<file path="src/rtl/main_ctrl_pkg.sv">
// Shared encodings for the multicycle main controller and the ALU control block:
// opcodes, datapath select codes, FSM state encodings and the control word layout.
package main_ctrl_pkg;

  localparam logic [5:0] OP_RTYPE = 6'b000000;
  localparam logic [5:0] OP_LW    = 6'b100011;
  localparam logic [5:0] OP_SW    = 6'b101011;
  localparam logic [5:0] OP_BEQ   = 6'b000100;
  localparam logic [5:0] OP_ADDI  = 6'b001000;
  localparam logic [5:0] OP_J     = 6'b000010;

  localparam logic [1:0] ALU_OP_ADD  = 2'b00;
  localparam logic [1:0] ALU_OP_SUB  = 2'b01;
  localparam logic [1:0] ALU_OP_FUNC = 2'b10;

  localparam logic [1:0] SRC_B_REG     = 2'b00;
  localparam logic [1:0] SRC_B_FOUR    = 2'b01;
  localparam logic [1:0] SRC_B_IMM     = 2'b10;
  localparam logic [1:0] SRC_B_IMM_SH2 = 2'b11;

  localparam logic [1:0] PC_SRC_ALU    = 2'b00;
  localparam logic [1:0] PC_SRC_ALUOUT = 2'b01;
  localparam logic [1:0] PC_SRC_JUMP   = 2'b10;

  typedef enum logic [3:0] {
    S_FETCH   = 4'd0,
    S_DECODE  = 4'd1,
    S_MEMADR  = 4'd2,
    S_MEMRD   = 4'd3,
    S_MEMWB   = 4'd4,
    S_MEMWR   = 4'd5,
    S_EXECUTE = 4'd6,
    S_ALUWB   = 4'd7,
    S_BRANCH  = 4'd8,
    S_ADDIEX  = 4'd9,
    S_ADDIWB  = 4'd10,
    S_JUMP    = 4'd11
  } state_t;

  typedef struct packed {
    logic       pc_write;
    logic       branch;
    logic       i_or_d;
    logic       mem_write;
    logic       ir_write;
    logic       mem_to_reg;
    logic       reg_write;
    logic       reg_dst;
    logic       alu_src_a;
    logic [1:0] alu_src_b;
    logic [1:0] alu_op;
    logic [1:0] pc_src;
    logic       illegal_op;
  } ctrl_t;

endpackage

</file>
<file path="src/rtl/main_ctrl_fsm.sv">
// Multicycle main control FSM: one state register, next-state decode and output
// decode as separate combinational blocks. Outputs forced low while rst_n is low.
module main_ctrl_fsm
  import main_ctrl_pkg::*;
#(
  parameter bit ENABLE_ADDI = 1'b1
) (
  input  logic       clk,
  input  logic       rst_n,
  input  logic [5:0] op,
  input  logic       mem_ready,
  output logic       pc_write,
  output logic       branch,
  output logic       i_or_d,
  output logic       mem_write,
  output logic       ir_write,
  output logic       mem_to_reg,
  output logic       reg_write,
  output logic       reg_dst,
  output logic       alu_src_a,
  output logic [1:0] alu_src_b,
  output logic [1:0] alu_op,
  output logic [1:0] pc_src,
  output logic       illegal_op,
  output logic [3:0] state
);

  state_t state_q;
  state_t state_d;
  ctrl_t  ctrl;
  ctrl_t  ctrl_o;
  logic   op_legal;

  always_ff @(posedge clk or negedge rst_n) begin
    if (!rst_n) state_q <= S_FETCH;
    else        state_q <= state_d;
  end

  always_comb begin
    op_legal = 1'b0;
    case (op)
      OP_LW, OP_SW, OP_RTYPE, OP_BEQ, OP_J: op_legal = 1'b1;
      OP_ADDI:                              op_legal = ENABLE_ADDI;
      default:                              op_legal = 1'b0;
    endcase
  end

  always_comb begin
    state_d = S_FETCH;
    case (state_q)
      S_FETCH:   state_d = mem_ready ? S_DECODE : S_FETCH;
      S_DECODE: begin
        case (op)
          OP_LW, OP_SW: state_d = S_MEMADR;
          OP_RTYPE:     state_d = S_EXECUTE;
          OP_BEQ:       state_d = S_BRANCH;
          OP_J:         state_d = S_JUMP;
          OP_ADDI:      state_d = ENABLE_ADDI ? S_ADDIEX : S_FETCH;
          default:      state_d = S_FETCH;
        endcase
      end
      S_MEMADR: begin
        if (op == OP_LW)      state_d = S_MEMRD;
        else if (op == OP_SW) state_d = S_MEMWR;
        else                  state_d = S_FETCH;
      end
      S_MEMRD:   state_d = mem_ready ? S_MEMWB : S_MEMRD;
      S_MEMWB:   state_d = S_FETCH;
      S_MEMWR:   state_d = mem_ready ? S_FETCH : S_MEMWR;
      S_EXECUTE: state_d = S_ALUWB;
      S_ALUWB:   state_d = S_FETCH;
      S_BRANCH:  state_d = S_FETCH;
      S_ADDIEX:  state_d = S_ADDIWB;
      S_ADDIWB:  state_d = S_FETCH;
      S_JUMP:    state_d = S_FETCH;
      default:   state_d = S_FETCH;
    endcase
  end

  // FETCH's ir_write/pc_write follow mem_ready so the IR and PC load only on completion.
  always_comb begin
    ctrl = '0;
    case (state_q)
      S_FETCH: begin
        ctrl.alu_src_b = SRC_B_FOUR;
        ctrl.alu_op    = ALU_OP_ADD;
        ctrl.pc_src    = PC_SRC_ALU;
        ctrl.ir_write  = mem_ready;
        ctrl.pc_write  = mem_ready;
      end
      S_DECODE: begin
        ctrl.alu_src_b  = SRC_B_IMM_SH2;
        ctrl.alu_op     = ALU_OP_ADD;
        ctrl.illegal_op = !op_legal;
      end
      S_MEMADR, S_ADDIEX: begin
        ctrl.alu_src_a = 1'b1;
        ctrl.alu_src_b = SRC_B_IMM;
        ctrl.alu_op    = ALU_OP_ADD;
      end
      S_MEMRD: ctrl.i_or_d = 1'b1;
      S_MEMWB: begin
        ctrl.mem_to_reg = 1'b1;
        ctrl.reg_write  = 1'b1;
      end
      S_MEMWR: begin
        ctrl.i_or_d    = 1'b1;
        ctrl.mem_write = 1'b1;
      end
      S_EXECUTE: begin
        ctrl.alu_src_a = 1'b1;
        ctrl.alu_src_b = SRC_B_REG;
        ctrl.alu_op    = ALU_OP_FUNC;
      end
      S_ALUWB: begin
        ctrl.reg_dst   = 1'b1;
        ctrl.reg_write = 1'b1;
      end
      S_BRANCH: begin
        ctrl.alu_src_a = 1'b1;
        ctrl.alu_src_b = SRC_B_REG;
        ctrl.alu_op    = ALU_OP_SUB;
        ctrl.pc_src    = PC_SRC_ALUOUT;
        ctrl.branch    = 1'b1;
      end
      S_ADDIWB: ctrl.reg_write = 1'b1;
      S_JUMP: begin
        ctrl.pc_src   = PC_SRC_JUMP;
        ctrl.pc_write = 1'b1;
      end
      default: ctrl = '0;
    endcase
  end

  assign ctrl_o     = rst_n ? ctrl : '0;
  assign pc_write   = ctrl_o.pc_write;
  assign branch     = ctrl_o.branch;
  assign i_or_d     = ctrl_o.i_or_d;
  assign mem_write  = ctrl_o.mem_write;
  assign ir_write   = ctrl_o.ir_write;
  assign mem_to_reg = ctrl_o.mem_to_reg;
  assign reg_write  = ctrl_o.reg_write;
  assign reg_dst    = ctrl_o.reg_dst;
  assign alu_src_a  = ctrl_o.alu_src_a;
  assign alu_src_b  = ctrl_o.alu_src_b;
  assign alu_op     = ctrl_o.alu_op;
  assign pc_src     = ctrl_o.pc_src;
  assign illegal_op = ctrl_o.illegal_op;
  assign state      = state_q;

endmodule

</file>
<file path="config.mk">
export PLATFORM = sky130hd
export DESIGN_NAME = main_ctrl_fsm
export DESIGN_NICKNAME = d
export VERILOG_FILES = /design/src/rtl/main_ctrl_pkg.sv /design/src/rtl/main_ctrl_fsm.sv
export SDC_FILE = /design/constraint.sdc
export NUM_CORES = 1
export LEC_CHECK = 0
export ABC_AREA = 1
export CORE_ASPECT_RATIO = 1.1
export CORE_UTILIZATION = 33
export DETAILED_ROUTE_END_ITERATION = 10
export PLACE_DENSITY = 0.74
export REMOVE_ABC_BUFFERS = 1
export SKIP_LAST_GASP = 1
export SYNTH_ARGS = -nofsm -noshare
export SYNTH_HDL_FRONTEND = slang
export SYNTH_SLANG_ARGS = --single-unit
</file>
<file path="constraint.sdc">
create_clock -name clk -period 1 [get_ports clk]
set_input_delay 0.1 -clock clk [delete_from_list [all_inputs] [get_ports clk]]
set_output_delay 0.1 -clock clk [all_outputs]
set_load 0.1 [all_outputs]
</file>
==> impl_metrics.yaml, run 1 <==
placement:
  dp_cells: 155
  gp_congestion: 0.904
  io_buffers: 28
  dp_hpwl_um: 1630
synthesis:
  yosys_warnings: 0
  synthTopCellsByCount: "18 x nand2_1, 13 x nor2_1, 12 x nand3_1"
  ys_ff_latch: 4
  synth_top_cell_by_area: "dfrtp_1"
  synth_top_area_share_pct: 20.2
  synth_top_family_by_area: "simple AND/OR/NAND/NOR gates"
  synth-compound-area-share_pct: 10.4
  synth_seq_area_share_pct: 20.2
  avgSynthCellArea_sq_um: 5.83
  synthMuxAreaShare_pct: 0
  yosys.area_share.simple_pct: 58.8
  synth_flop_cell: "dfrtp_1"
  synth_xor_area_share_pct: 0
  synthArstFlopShare_pct: 100
  synthCells: 85
  ys_types: 21
  yosysMostFrequentCell: "nand2_1"
  synth_edf_count: 0
  synthAdderAreaFrac_pct: 0
  synth_area_sq_um: 495
  synthTopCellsByArea: "dfrtp_1 20%, nand2_1 14%, nand3_1 12%"
die:
  die_h_um: 42.6
  rows: 14
  die_w_um: 38.9
  io_pins: 29
  start_util_pct: 35.8
clock_tree:
  numCtsBuffers: 3
  cts_max_path_buffers: 2
  cts_root_buf: "clkbuf_4"
  cts_setup_buffers: 8
  cts-hold-fix-buffers: 0
  post_cts_resized: 23
  clock_sinks: 4
  h-tree-depth: 1
status:
  failing_step: "clock tree synthesis (4_1_cts)"
  outcome: "did not finish"
  stop_error: "[ERROR DPL-0033] detailed placement checks failed during check placement."
==> stage by stage <==
step | hold WS [ns] | TNS (ns) | util, % | setup WS [ns] | cell area, sq um
floorplan | -0.196 | -40.11 | - | -4.32 | 488
global placement | 0.536 | -7.07 | 86.1 | -0.430 | 1190
detailed placement | 0.543 | -7.64 | 86.1 | -0.490 | 1190
==> logic make-up after synthesis <==
group                  Yosys count
AND/OR/NAND/NOR                 60
buffers and inverters           13
AO/OA/AOI/OAI                    8
flip-flops                       4
==> run 2: changes to the inputs <==
--- a/config.mk
+++ b/config.mk
@@ -6,10 +6,10 @@
 export NUM_CORES = 1
 export LEC_CHECK = 0
 export ABC_AREA = 1
-export CORE_ASPECT_RATIO = 1.1
-export CORE_UTILIZATION = 33
+export CORE_AREA = 2 2 63 65
 export DETAILED_ROUTE_END_ITERATION = 10
-export PLACE_DENSITY = 0.74
+export DIE_AREA = 0 0 65 67
+export PLACE_DENSITY_LB_ADDON = 0.15
 export REMOVE_ABC_BUFFERS = 1
 export SKIP_LAST_GASP = 1
 export SYNTH_ARGS = -nofsm -noshare
==> constraint.sdc (replaced) <==
create_clock -name clk -period 1.3 [get_ports clk]
set_input_delay 0.13 -clock clk [delete_from_list [all_inputs] [get_ports clk]]
set_output_delay 0.13 -clock clk [all_outputs]
set_load 0.1 [all_outputs]
==> impl_metrics.yaml, run 2 <==
status:
  outcome: "complete, but fails checks"
  violations: "setup timing"
synthesis:
  avgSynthCellArea_sq_um: 5.83
  synth_seq_area_share_pct: 20.2
  yosys_warnings: 0
  synth_flop_cell: "dfrtp_1"
  synthArstFlopShare_pct: 100
  synthTopCellsByArea: "dfrtp_1 20%, nand2_1 14%, nand3_1 12%"
  yosysMostFrequentCell: "nand2_1"
  synth_area_sq_um: 495
  synthTopCellsByCount: "18 x nand2_1, 13 x nor2_1, 12 x nand3_1"
  ys_types: 21
  synth_edf_count: 0
  synthCells: 85
  ys_ff_latch: 4
  synth_top_area_share_pct: 20.2
  synth_top_cell_by_area: "dfrtp_1"
route:
  first_iter_violations: 18
  vias: 815
  drc: 0
  viasPerCell: 3.98
  drt_first_pass_iters: 4
  wl_per_cell_um: 10.4
  drt-total-wl_um: 2130
  ant_nets: 0
setup_path:
  crit_type: "reg -> out"
  worstPathCellList: "buf_6 > buf_6 > nor4_4 > buf_4 > buf_12"
  rrSetupSlack_ns: -0.16
  end_kind: "primary output"
  r2r-start: "state[1]"
  critical-path-max-stage-delay_ns: 0.43
  critPathArrivalTime_ns: 1.48
  path_common_cell: "buf_6"
  startpoint: "state[1]"
  start_kind: "flop"
  worstPathRequired_ns: 1.17
  critPathMaxFanout: 4
  worst_path_max_delay_cell: "dfrtp_2"
clock_tree:
  h-tree-depth: 1
  cts.clk_slew.worst_paths_ns: 0.03
  cts_root_buf: "clkbuf_8"
  cts_tree: "done"
  numCtsBuffers: 3
  cts-hold-fix-buffers: 0
  cts_max_path_buffers: 2
  clk_latency_ns: 0.21
  clock_sinks: 4
layout:
  largest_reg_flops: 4
  finalNetCount: 168
  fin_cells: 205
  syn_to_final_growth_pct: 220
  final_layout_size_suffix_gt1_share_pct: 68.2
  num_antenna_cells: 0
  final_cell_mix: "34 x buf_4, 20 x buf_12, 13 x nand2_1"
  final_common_cell: "buf_4"
  final_core_util_pct: 43.9
sta:
  rsz0062_at_grt: "yes"
  slew_violations: 0
  tightest_slew_ns: 0.226
  final.setup.worst_slack_ns: -0.307
  clock.fmax_mhz: 622
  fin_crit_ns: 1.61
  slew_headroom_pct: 84.9
  skew_ns: 0.00137
  setup_viol: 19
  hold_viol_final: 0
  fin_crit_sh_pct: 124
die:
  die_w_um: 65
  die_h_um: 67
  coreArea_sq_mm: 0.00361
  die_area_sq_mm: 0.00436
  rows: 22
  start_util_pct: 13.7
  io_pins: 29
job:
  cap_violations: 0
grt:
  grt_max_degree: 8
  gr-usage-all-layers_pct: 9.87
  grt_pass1_wl_um: 3310
  antenna_found_initial: 0
  overflow: 0
  grt_pass1_vias: 798
placement:
  dp_cells: 194
  dp_hpwl_um: 1670
  gp_congestion: 0.766
  io_buffers: 28
  dp_slack_ns: -0.230
hold_path:
  hp-class: "in -> async"
power_and_ir_drop:
  vdd_drop_max_mv: 0.312
  p_leak_uw: 0.000731
  p_total_uw: 978
  p_per_area_mw_per_mm2: 617
[run 2: metal layers]
metal	up-vias	track usage, %	part of all wire, %
li1	423	-	-
met1	364	10.3	41
met2	26	18.9	52
met3	2	1.69	6.2
met4	0	4.79	1.2
met5	-	0	0
[run 2: timing repair]
item                       in CTS  in global routing
pin swaps                       7                  9
setup endpoints to repair      18                 21
resized for setup              31                 18
buffers inserted                4                  4
[run 2: final timing paths]
kind | end | depth (start not counted)
setup / recovery | alu_src_b[0] | 5
hold / removal | state[0] | 2
setup reg to reg | state[0] | 9
hold reg to reg | state[3] | 5
max in group asynchronous | state[2] | 2
min in group clk | state[2] | 3
[run 2: worst max-delay path, delay by kind of cell (launching register included)]
family | cells | cell delay (ns)
simple gates | 1 | 0.26
buf+inv | 4 | 0.56
flops | 1 | 0.43
[run 2: kinds of logic after synthesis]
| family | share of synthesized area (%) |
|---|---|
| simple gates | 58.8 |
| flops | 20.2 |
| compound gates | 10.4 |
| buf+inv | 10.6 |
[run 2: final cells by class]
cell class,instances,area (sq um)
tap,48,60.1
inverter,12,50.0
sequential,4,105
multi-input combinational,68,502
clock buffer,3,41.3
fill,372,2020
timing repair buffer,70,826
[run 2: stage by stage]
| stage | hold slack (ns) | setup TNS [ns] | cell area, sq um |
|---|---|---|---|
| 3_5_place_dp | 0.459 | -2.93 | 1280 |
| 5_1_grt | 0.273 | -5.69 | 1580 |
| 6_report | 0.269 | -4.50 | 1580 |
| 4_1_cts | 0.268 | -4.22 | 1480 |
| 3_3_place_gp | 0.465 | -2.86 | 1280 |
| 2_1_floorplan | -0.166 | -34.19 | 488 |
[run 2: where the power goes]
| part | switching [uW] | internal [uW] | total, uW |
|---|---|---|---|
| clock | 60.9 | 197 | 258 |
| combinational | 339 | 235 | 574 |
| sequential | 11.3 | 134 | 145 |
(Power assumes the default switching activity.)
==> run 3: changes to the inputs <==
--- a/config.mk
+++ b/config.mk
@@ -9,7 +9,7 @@
 export CORE_AREA = 2 2 63 65
 export DETAILED_ROUTE_END_ITERATION = 10
 export DIE_AREA = 0 0 65 67
-export PLACE_DENSITY_LB_ADDON = 0.15
+export PLACE_DENSITY = 0.35
 export REMOVE_ABC_BUFFERS = 1
 export SKIP_LAST_GASP = 1
 export SYNTH_ARGS = -nofsm -noshare
==> impl_metrics.yaml, run 3 (same netlist as run 2, synthesis figures left out) <==
status:
  outcome: "complete, but fails checks"
  violations: "setup timing"
grt:
  grt_pass1_wl_um: 3710
  grt_max_degree: 8
  overflow: 0
  grt_pass1_vias: 850
  gr-usage-all-layers_pct: 11.2
  antenna_found_initial: 0
sta:
  slew_headroom_pct: 83.6
  setup_viol: 19
  fin_crit_sh_pct: 122
  final.setup.worst_slack_ns: -0.291
  tightest_slew_ns: 0.245
  fin_crit_ns: 1.59
  skew_ns: 0.000259
  slew_violations: 0
  clock.fmax_mhz: 628
  rsz0062_at_grt: "yes"
  hold_viol_final: 0
setup_path:
  worstPathRequired_ns: 1.17
  critical-path-max-stage-delay_ns: 0.46
  cp_top_family: "flip-flops"
  crit_cells: 5
  end_kind: "primary output"
  worst-r2r-cell-count: 8
  start_kind: "flop"
  reg2reg_to: "state[1]"
  worstPathCellList: "nor2_4 > buf_4 > nand2_2 > a31oi_4 > buf_12"
  startpoint: "state[2]"
  crit_type: "reg -> out"
  critPathBufInv: 2
  rrSetupSlack_ns: -0.19
  crit_end: "alu_src_b[1]"
  r2r-start: "state[2]"
  critPathMaxFanout: 5
  worst_path_max_delay_cell: "dfrtp_2"
  critPathArrivalTime_ns: 1.46
clock_tree:
  cts_max_path_buffers: 2
  clock_sinks: 4
  numCtsBuffers: 3
  clk_latency_ns: 0.21
  h-tree-depth: 1
  cts-hold-fix-buffers: 0
  cts_root_buf: "clkbuf_8"
  cts.clk_slew.worst_paths_ns: 0.03
  cts_tree: "done"
die:
  coreArea_sq_mm: 0.00361
  die_area_sq_mm: 0.00436
  die_w_um: 65
  die_h_um: 67
  rows: 22
  start_util_pct: 13.7
  io_pins: 29
layout:
  syn_to_final_growth_pct: 236
  final_common_cell: "buf_4"
  final_core_util_pct: 46.2
  final_cell_mix: "37 x buf_4, 20 x buf_12, 12 x nand2_1"
  final_layout_size_suffix_gt1_share_pct: 70.6
  largest_reg_flops: 4
  num_antenna_cells: 0
  finalNetCount: 171
  final_cell_area_sq_mm: 0.00167
power_and_ir_drop:
  p_switching_uw: 432
  p_per_area_mw_per_mm2: 610
  p_leak_uw: 0.000756
  clkPwrFrac_pct: 25.3
  vdd_drop_max_mv: 0.343
  p_sw_share_pct: 42.5
  p_comb_share_pct: 59.8
  internal_power_uw: 584
  seq_power_share_pct: 14.9
placement:
  dp_hpwl_um: 1690
  gp_congestion: 0.689
  io_buffers: 28
  post_dp_cell_area_sq_mm: 0.00131
route:
  drt_first_pass_iters: 4
  route.met3.wl_um: 106
  wirelength_met1_um: 897
  wl_met2_um: 1300
  drc: 0
  ant_nets: 0
  top_layer: "met4"
  first_iter_violations: 27
  wl_per_cell_um: 11.3
  vias: 857
  drt-total-wl_um: 2350
  viasPerCell: 4.12
hold_path:
  hp-class: "in -> async"
job:
  cap_violations: 0
run 3: metrics by stage:
stage                     total power, uW  TNS (ns)  hold WS [ns]  setup WS (ns)  instances
after floorplan                       408    -34.19        -0.166          -4.05         84
after global placement                651     -2.91         0.469         -0.221        197
after detailed placement              651     -2.81         0.465         -0.217        197
after CTS                             980     -3.60         0.246         -0.269        205
after global routing                 1070     -5.28         0.267         -0.347        208
final                                1020     -4.14         0.265         -0.291        208
run 3: power by group through the flow:
stage / registers (uW) / clock network [uW] / logic, uW
floorplan: 199 / 0 / 209
global placement: 145 / 0 / 505
detailed placement: 146 / 0 / 505
CTS: 151 / 264 / 565
global route: 153 / 281 / 637
finish: 151 / 257 / 608
run 3: final cells by class:
| class | instances | area (sq um) |
|---|---|---|
| clock buffer | 3 | 41.3 |
| fill | 363 | 1940 |
| inverter | 12 | 45.0 |
| multi-input combinational | 68 | 567 |
| sequential | 4 | 105 |
| tap | 48 | 60.1 |
| timing repair buffer | 73 | 848 |
run 3: worst min-delay path by stage:
stage / startpoint / endpoint / slack (ns)
after floorplan: rst_n / state[0] / -0.17
after detailed placement: rst_n / state[2] / 0.47
final: rst_n / state[3] / 0.26
after global placement: rst_n / state[0] / 0.47
after global routing: rst_n / state[2] / 0.27
after CTS: rst_n / state[1] / 0.25
run 3: what timing repair did:
action	4_1_cts	5_1_grt
setup endpoints to repair	19	19
pin swaps	10	11
gates resized for setup	39	21
buffers inserted	5	3
endpoints found under the hold margin	0	0
run 3: routing by layer:
| metal | vias to the layer above | track usage (%) |
|---|---|---|
| li1 | 430 | - |
| met1 | 393 | 11.1 |
| met2 | 30 | 22.7 |
| met3 | 4 | 1.01 |
| met4 | 0 | 5.59 |
| met5 | - | 0 |
